[config.mk]
export PLATFORM = sky130hd
export DESIGN_NAME = shot_annunciator
export DESIGN_NICKNAME = d
export VERILOG_FILES = /design/src/rtl/shot_pkg.sv /design/src/rtl/seg7_decode.sv /design/src/rtl/shot_annunciator.sv
export SDC_FILE = /design/constraint.sdc
export NUM_CORES = 1
export LEC_CHECK = 0
export ABC_AREA = 1
export CAP_MARGIN = 15
export CORE_ASPECT_RATIO = 0.8
export CORE_UTILIZATION = 55
export CTS_CLUSTER_DIAMETER = 60
export DETAILED_ROUTE_END_ITERATION = 12
export GPL_TIMING_DRIVEN = 0
export HOLD_SLACK_MARGIN = 0.1
export PLACE_DENSITY = 0.86
export REMOVE_ABC_BUFFERS = 1
export SKIP_LAST_GASP = 1
export SLEW_MARGIN = 20
export SYNTH_ARGS = -nofsm -noshare
export SYNTH_HDL_FRONTEND = slang
export SYNTH_HIERARCHICAL = 1
export SYNTH_SLANG_ARGS = --single-unit
[constraint.sdc]
create_clock -name clk -period 5.22 [get_ports clk]
set_clock_uncertainty 0.1 [all_clocks]
set_input_delay 1.044 -clock clk [delete_from_list [all_inputs] [get_ports clk]]
set_output_delay 1.044 -clock clk [all_outputs]
set_load 0.01 [all_outputs]
[src/rtl/shot_pkg.sv]
// shot_pkg: shared types and constants for the shot-clock annunciator.
//   horn_state_t  : horn sequencer states (IDLE / HORN / CHIRP)
//   SEG_*         : active-high seven-segment patterns, bit order {g,f,e,d,c,b,a}
//   TENS_ONE      : the only pattern the tens digit ever shows
package shot_pkg;

  typedef enum logic [1:0] {
    IDLE  = 2'd0,
    HORN  = 2'd1,
    CHIRP = 2'd2
  } horn_state_t;

  localparam logic [6:0] SEG_BLANK = 7'b0000000;
  localparam logic [6:0] SEG_0     = 7'b0111111;
  localparam logic [6:0] SEG_1     = 7'b0000110;
  localparam logic [6:0] SEG_2     = 7'b1011011;
  localparam logic [6:0] SEG_3     = 7'b1001111;
  localparam logic [6:0] SEG_4     = 7'b1100110;
  localparam logic [6:0] SEG_5     = 7'b1101101;
  localparam logic [6:0] SEG_6     = 7'b1111101;
  localparam logic [6:0] SEG_7     = 7'b0000111;
  localparam logic [6:0] SEG_8     = 7'b1111111;
  localparam logic [6:0] SEG_9     = 7'b1101111;

  localparam logic [6:0] TENS_ONE  = SEG_1;

endpackage

[src/rtl/seg7_decode.sv]
// seg7_decode: combinational BCD digit to active-high seven-segment pattern.
//   digit : 4-bit value; 0..9 decode to a numeral, 10..15 decode blank
//   seg   : segments {g,f,e,d,c,b,a}, 1 = lit
module seg7_decode
  import shot_pkg::*;
(
  input  logic [3:0] digit,
  output logic [6:0] seg
);

  always_comb begin
    unique case (digit)
      4'd0:    seg = SEG_0;
      4'd1:    seg = SEG_1;
      4'd2:    seg = SEG_2;
      4'd3:    seg = SEG_3;
      4'd4:    seg = SEG_4;
      4'd5:    seg = SEG_5;
      4'd6:    seg = SEG_6;
      4'd7:    seg = SEG_7;
      4'd8:    seg = SEG_8;
      4'd9:    seg = SEG_9;
      default: seg = SEG_BLANK;
    endcase
  end

endmodule

[src/rtl/shot_annunciator.sv]
// shot_annunciator: turns the shot-clock counter outputs into a two-digit
// seven-segment display (blinking near expiry) and a horn sequence
// (long blast on buzz, short chirp on shoot).
//
// Ports
//   clk      : system clock, rising edge
//   nrst     : synchronous reset, active-high (1 = reset on next edge)
//   count    : remaining shot-clock value 0..15
//   shoot    : shot-event level
//   buzz     : expiry level
//   seg_tens : tens digit segments {g,f,e,d,c,b,a}
//   seg_ones : ones digit segments {g,f,e,d,c,b,a}
//   horn     : horn drive, 1 = sounding
//
// Build option
//   ANNUNC_ACTIVE_LOW_SEG_EN : when defined, both segment outputs are
//   inverted at the output register for common-anode displays (reset and
//   blank become 7'h7F). The horn is unaffected.
module shot_annunciator
  import shot_pkg::*;
#(
  parameter int HORN_CYCLES  = 8,
  parameter int CHIRP_CYCLES = 2,
  parameter int BLINK_DIV    = 4,
  parameter int WARN_LEVEL   = 3
) (
  input  logic       clk,
  input  logic       nrst,
  input  logic [3:0] count,
  input  logic       shoot,
  input  logic       buzz,
  output logic [6:0] seg_tens,
  output logic [6:0] seg_ones,
  output logic       horn
);

  localparam int TMR_W = $clog2(HORN_CYCLES + 1);
  localparam int BLK_W = $clog2(BLINK_DIV + 1);

  localparam logic [TMR_W-1:0] HORN_LOAD  = TMR_W'(HORN_CYCLES - 1);
  localparam logic [TMR_W-1:0] CHIRP_LOAD = TMR_W'(CHIRP_CYCLES - 1);
  localparam logic [BLK_W-1:0] BLINK_LAST = BLK_W'(BLINK_DIV - 1);

`ifdef ANNUNC_ACTIVE_LOW_SEG_EN
  localparam logic [6:0] SEG_POL = 7'h7F;
`else
  localparam logic [6:0] SEG_POL = 7'h00;
`endif

  // ---------------------------------------------------------------------
  // Edge detection
  // ---------------------------------------------------------------------
  logic buzz_q, shoot_q;
  logic buzz_rise, shoot_rise;

  // The history registers keep following the inputs through reset, so a
  // level that is already high when reset releases is not mistaken for a
  // fresh edge.
  always_ff @(posedge clk) begin
    // NOTE: sequential state uses non-blocking (<=) so every register
    // samples pre-edge values regardless of statement order.
    buzz_q  <= buzz;
    shoot_q <= shoot;
  end

  assign buzz_rise  = buzz  & ~buzz_q;
  assign shoot_rise = shoot & ~shoot_q;

  // ---------------------------------------------------------------------
  // Horn sequencer
  // ---------------------------------------------------------------------
  horn_state_t      state, next_state;
  logic [TMR_W-1:0] tmr, next_tmr;

  always_ff @(posedge clk) begin
    // NOTE: reset is synchronous and active-high here; it is only seen
    // on a clock edge, so nrst is deliberately absent from the
    // sensitivity list.
    if (nrst) begin
      state <= IDLE;
      tmr   <= '0;
      horn  <= 1'b0;
    end else begin
      state <= next_state;
      tmr   <= next_tmr;
      // horn lags the state by one register, giving the two-edge latency
      // from the input change while keeping the on-time equal to the
      // number of cycles spent in HORN/CHIRP.
      horn  <= (state != IDLE);
    end
  end

  always_comb begin
    // NOTE: defaults first so every path assigns every output and no
    // latch is inferred.
    next_state = state;
    next_tmr   = tmr;
    unique case (state)
      IDLE: begin
        // buzz is checked first so a simultaneous shoot edge is dropped.
        if (buzz_rise) begin
          next_state = HORN;
          next_tmr   = HORN_LOAD;
        end else if (shoot_rise) begin
          next_state = CHIRP;
          next_tmr   = CHIRP_LOAD;
        end
      end
      HORN: begin
        if (buzz_rise) begin
          next_tmr = HORN_LOAD;
        end else if (tmr == '0) begin
          next_state = IDLE;
        end else begin
          next_tmr = tmr - 1'b1;
        end
      end
      CHIRP: begin
        if (buzz_rise) begin
          next_state = HORN;
          next_tmr   = HORN_LOAD;
        end else if (tmr == '0) begin
          next_state = IDLE;
        end else begin
          next_tmr = tmr - 1'b1;
        end
      end
      default: begin
        next_state = IDLE;
        next_tmr   = '0;
      end
    endcase
  end

  // ---------------------------------------------------------------------
  // Display
  // ---------------------------------------------------------------------
  logic             is_teen, in_warn;
  logic [3:0]       tens_digit, ones_digit;
  logic [6:0]       tens_seg, ones_seg;
  logic [6:0]       next_tens, next_ones;
  logic [BLK_W-1:0] blink_cnt;
  logic             blink_on;

  assign is_teen    = (count >= 4'd10);
  assign in_warn    = (count != 4'd0) && (int'(count) <= WARN_LEVEL);
  assign tens_digit = {3'b000, is_teen};
  assign ones_digit = is_teen ? (count - 4'd10) : count;

  seg7_decode u_tens (
    .digit (tens_digit),
    .seg   (tens_seg)
  );

  seg7_decode u_ones (
    .digit (ones_digit),
    .seg   (ones_seg)
  );

  always_comb begin
    // A decoded tens digit of zero is the leading zero, shown blank.
    next_tens = (tens_seg == TENS_ONE) ? tens_seg : SEG_BLANK;
    next_ones = ones_seg;
    if (in_warn && !blink_on) begin
      next_tens = SEG_BLANK;
      next_ones = SEG_BLANK;
    end
  end

  always_ff @(posedge clk) begin
    if (nrst) begin
      blink_cnt <= '0;
      blink_on  <= 1'b1;
      seg_tens  <= SEG_BLANK ^ SEG_POL;
      seg_ones  <= SEG_BLANK ^ SEG_POL;
    end else begin
      // Outside the warning range the blinker is parked lit at count 0,
      // so every entry into the range begins with a full lit half-period.
      if (!in_warn) begin
        blink_cnt <= '0;
        blink_on  <= 1'b1;
      end else if (blink_cnt == BLINK_LAST) begin
        blink_cnt <= '0;
        blink_on  <= ~blink_on;
      end else begin
        blink_cnt <= blink_cnt + 1'b1;
      end
      seg_tens <= next_tens ^ SEG_POL;
      seg_ones <= next_ones ^ SEG_POL;
    end
  end

endmodule

* Yosys cells after proc, flatten, opt, wreduce, memory -nomap -nowiden *
Memories as Yosys holds them, arrays and structs flattened. A register that Yosys moved wholly into a read port is not among the register bits.
Index checks and enable logic that the tools add are counted.

storage, ports and cells
  output and inout port bits = 15
  flip-flop bits (word level) = 20
  memories = 2
  bits in latches = 0
  RAM bits = 0
  input port bits = 8
  logic and storage cells = 55
  ROM bits = 224

memories
  name             depth  width  read ports  clocked after Yosys merged registers in  write ports  RTL line           text
  (no name shown)  16     7      1           1                                        0            seg7_decode.sv:12  unique case (digit)
  (no name shown)  16     7      1           0                                        0            seg7_decode.sv:12

operators by class
  shift-type cells = 0
  add/sub/neg operators = 3
  $lt $le $gt $ge = 2
  divide/modulo/power cells = 0
  reductions and logical operators = 14
  equal/unequal tests = 7
  bitwise operators = 7
  multipliers = 0
  multiplexer cells = 12

operators with widths
  operator                                                                           number
  4-bit 2-to-1 mux                                                                   5
  2-bit 2-to-1 mux                                                                   5
  4-bit case mux with 2 select lines                                                 1
  7-bit by 3-bit equality test with 1-bit output (second input constant)             1
  3-bit != test (second input constant)                                              2
  2-bit case mux with 3 select lines                                                 1
  2-bit OR reduction                                                                 3
  3-bit OR reduction                                                                 2
  1-bit inverter                                                                     5
  4-bit greater-or-equal comparator (second input constant)                          1
  4-bit by 2-bit less-or-equal comparator with 1-bit output (second input constant)  1
  4-bit zero test                                                                    1
  2-bit AND reduction                                                                2
  4-bit nonzero test                                                                 1
  4-bit by 1-bit subtractor with 4-bit output (second input constant)                1
  4-bit subtractor (second input constant)                                           1
  3-bit by 1-bit adder with 3-bit output (second input constant)                     1
  3-bit by 2-bit equality test with 1-bit output (second input constant)             1
  1-bit AND                                                                          2
  2-bit by 1-bit equality test with 1-bit output (second input constant)             1
  2-bit equality test (second input constant)                                        1
  1-bit logical AND                                                                  2
  2-bit zero test                                                                    1
  2-bit != test (second input constant)                                              1
  2 further kinds                                                                    2

* Depth between registers and ports, before layout *
  depth in word-level cells = 5
  mapped depth = 13
  mapped depth without buffers = 13

* Modules after synthesis *
Netlist, hierarchy kept.

modules (own cells, without submodules)
  module            cells an instance  instances  area each (µm²)  sequential area each (µm²)
  shot_annunciator  156                1          1206.2           540.5
  seg7_decode       39                 2          210.2            0.0

* Worst setup path after synthesis *
OpenSTA, ideal clock, no wires.

  path type = input to register
  start point = in count[3]
  end point = reg seg_ones[3]
  setup slack = 2673 ps
  required time = 4992 ps
  setup time = 128 ps
  arrival = 2318 ps
  path buffers = 0
  stages on the path = 12
  path through = inv_1 > nor2_1 > nand2_1 > o21ai_0 > inv_1 > ha_1 > nand2_1 > nand2_1 > nand2_1 > nand2_1 > inv_1 > nor2_1

between the ends
  elaborated cells on any way between the ends = 8
  those cells by class = add/sub: 1; order compare: 2; mux: 1; reduce/logical: 4

RTL lines
  item                               RTL line                 text
  from (decl)                        shot_annunciator.sv:29   input logic [3:0] count,
  4-bit greater-or-equal comparator  shot_annunciator.sv:145  assign is_teen = (count >= 4'd10);
  via is_teen                        shot_annunciator.sv:138  logic is_teen, in_warn;
  4-bit 2-to-1 mux                   shot_annunciator.sv:148  assign ones_digit = is_teen ? (count - 4'd10) : count;
  via ones_digit[1]                  shot_annunciator.sv:139  logic [3:0] tens_digit, ones_digit;
  to (decl)                          shot_annunciator.sv:33   output logic [6:0] seg_ones,

The timed path passes the listed nets, and every way through them passes these cells.
A chain may end at the register's enable or synchronous reset.

* Worst setup path in the final report *
  start point = in count[1]
  end point = reg seg_ones[3]

The elaborated chain is that of the path after synthesis.

==> impl_results.md <==
* Status: finished clean
* Placement-stage cell area at 0.001946 mm²
* Mapped Area at 0.001627 mm²
* Tmin final at 2966 ps
* Initial antenna violation count at 0
* Fin util at a little under three quarters
* Nets at 303
* # hold bufs at CTS at 0
* WL met3 at about 160 µm
* Leak pwr at 1.057 nW
* Root buffer cell: clkbuf_8
* # placed instances at 308
* Most common cell after layout, fill and taps aside: nand2_1
* Ys Warns at 6
* Slew Viols, Final at 0
* Share of layout cells above drive strength 1 at roughly 9.9%
* CP cell instances: clkdlybuf4s50_1 > nor2_1 > nor2_1 > nand2_1 > o21ai_0 > inv_1 > ha_1 > nand2_1 > nand2_1 > nand2_1 > nand2_1 > inv_1 > nor2_1
* Total track usage at 18.25%
* Number of setup buffers added after CTS at 0
* Die Y at 50.64 µm
* Worst Setup End Kind: register
* Clock Pin Slew Worst Setup and Hold Paths at 100 ps
* CTS buffer count at 3
* Longest Clk Path Bufs at 2
* CP max-delay cell: clkdlybuf4s50_1
* Pre-CTS WS at 1945 ps
* PostCTS Resize Cnt at 0
* Detailed Place HPWL at 2098 µm
* Tightest Hold Check Type: register to register
* Pwr Density at 266.8 mW/mm²
* First-pass GRT wire length at about 4600 µm
* Final non-filler cell total at 312
* Highest routed layer: met3
* MaxCap Viol Count at 0
* Vias in the first global route at 1,155
* H-tree depth at 1
* 1st-pass router iterations at 4
* Critical Path AT at slightly above 3000 ps
* Most frequent cells in the layout: nand2_1 (74), inv_1 (37), nor2_1 (30), dfxtp_1 (27), clkdlybuf4s50_1 (22)
* DRC violations left at 0
* RSZ-0062 raised after global routing: no
* Critical Path RT at 5280 ps
* Max FO, Critical Path at 5
* Crit-path max cell delay at 500 ps
* Final-report setup violation count at 0
* Core ar. at 0.002786 mm²
* Fmax at 337.1 MHz
* I/O Pins at 23
* Routed Antenna Nets at 0
* Metal-1 WL at 1320 µm
* Die width at 62.80 µm
* WS Path Type: input pin to register
* Max VDD drop at 201.1 µV
* Syn Area/Cell at 6.951 µm²
* CTS tree: built
* Worst setup SP type: input pin
* Fin. Hold Viols at 0
* Placement Rows at 17
* Detailed Route WL at 2630 µm
* Ant diodes at 0
* Crit share post-route at 56.83%
* Clk sinks at 27
* Least-Margin Pin Slew at 533.4 ps
* Wire length on met2 at roughly 1200 µm
* Yosys reg bits at 27
* PnR worst setup slack at around 2300 ps
* Final instance area at 0.001996 mm²
* Synth cell types at 23
* Vias at around 1,400
* TNS Setup at 0 ps
* Die area at 0.003180 mm²
* Remaining Overflow, GRT at 0
* Port buffer count at 22
* Routed len/inst at 8.429 µm
* Post-synthesis sequential area ratio at 33.23%
* Worst-skew pair later-pin latency at 280 ps
* Most frequent CP cell: nand2_1
* Initial Util at 58.37%
* Drt initial violations at 70
* P&R area growth vs syn at 22.69%
* Max-Slew Margin vs Limit at 64.06%
* RD Place Congestion at 0.8351
* Vias per inst at about 4.3
* Largest net degree at the start of global routing at 18
* Cells after synthesis at 234
==> final timing paths <==
| check | cells past startpoint | slack (ps) | startpoint | end |
|---|---|---|---|---|
| hold reg to reg | 1 | 340 | blink_cnt[0] | blink_cnt[0] |
| setup / recovery | 13 | 2250 | count[1] | seg_ones[3] |
| setup reg to reg | 9 | 3700 | state[0] | tmr[2] |
| hold / removal | 1 | 340 | blink_cnt[0] | blink_cnt[0] |
==> synth_stat cells <==
library cell,n,area [µm²]
conb_1,1,3.750
dfxtp_1,27,540.5
a21oi_1,3,15.01
nand3_4,1,17.52
inv_2,6,22.52
clkinv_1,1,3.750
nand2_4,3,33.78
ha_1,20,250.2
nand3_1,6,30.03
buf_2,1,5.000
a21oi_2,2,17.52
nand2_2,6,37.54
nor2_1,30,112.6
inv_1,37,138.9
nand4_1,2,12.51
nand2_1,74,277.8
mux2i_1,1,10.01
xnor2_1,1,8.760
nand3_2,2,20.02
nor2_2,2,12.51
o21ai_0,4,20.02
nor3_1,3,15.01
o31ai_4,1,21.27
==> layer usage <==
| metal | up-vias | GRT usage (%) |
|---|---|---|
| met2 | 30 | 31.34 |
| li1 | 759 | - |
| met1 | 568 | 23.60 |
| met3 | 0 | 4.773 |
| met5 | - | 0 |
| met4 | 0 | 2.326 |
==> flip-flops by register name (all words and copies together) (netlist names) <==
name	count
shoot_q	1
seg_tens	7
state	2
blink_on	1
blink_cnt	3
buzz_q	1
seg_ones	7
tmr	4
horn	1
==> per-stage QoR <==
step,hold slack (ps),power (mW)
5_1_grt,360.2,0.5725
6_report,335.4,0.5324
3_3_place_gp,312.8,0.4052
2_1_floorplan,299.0,0.3638
4_1_cts,335.1,0.5368
3_5_place_dp,314.0,0.4097
==> kinds of logic after synthesis <==
family | after synthesis | share of synthesized area, %
multiplexers | 1 | 0.6154
XOR/XNOR | 1 | 0.5386
other | 1 | 0.2305
flip-flops | 27 | 33.23
AO/OA/AOI/OAI | 10 | 4.538
buffers and inverters | 45 | 10.46
AND/OR/NAND/NOR | 129 | 35.00
adder cells (fa/ha/maj) | 20 | 15.38
==> layout make-up <==
cell class | instances | area (µm²)
Clock buffer | 3 | 41.29
Fill cell | 231 | 790.8
Tap cell | 38 | 47.55
Timing Repair Buffer | 22 | 220.2
Inverter | 44 | 165.2
Multi-Input combinational cell | 177 | 972.2
Clock inverter | 1 | 8.758
Sequential cell | 27 | 540.5
==> report_power, final <==
group	internal, mW	switching (mW)	leakage [nW]
Clock	0.0561	0.0690	0.0261
Sequential	0.224	0.00998	0.223
Combinational	0.0711	0.103	0.807
Total	0.351	0.181	1.06
==> worst max-delay path, delay by kind of cell <==
kind | cells | cell delay [ps]
adder cells (fa/ha/maj) | 1 | 320
buffers and inverters | 3 | 760
AND/OR/NAND/NOR | 8 | 690
AO/OA/AOI/OAI | 1 | 220
Note: power is estimated with default switching activity, not from simulation.
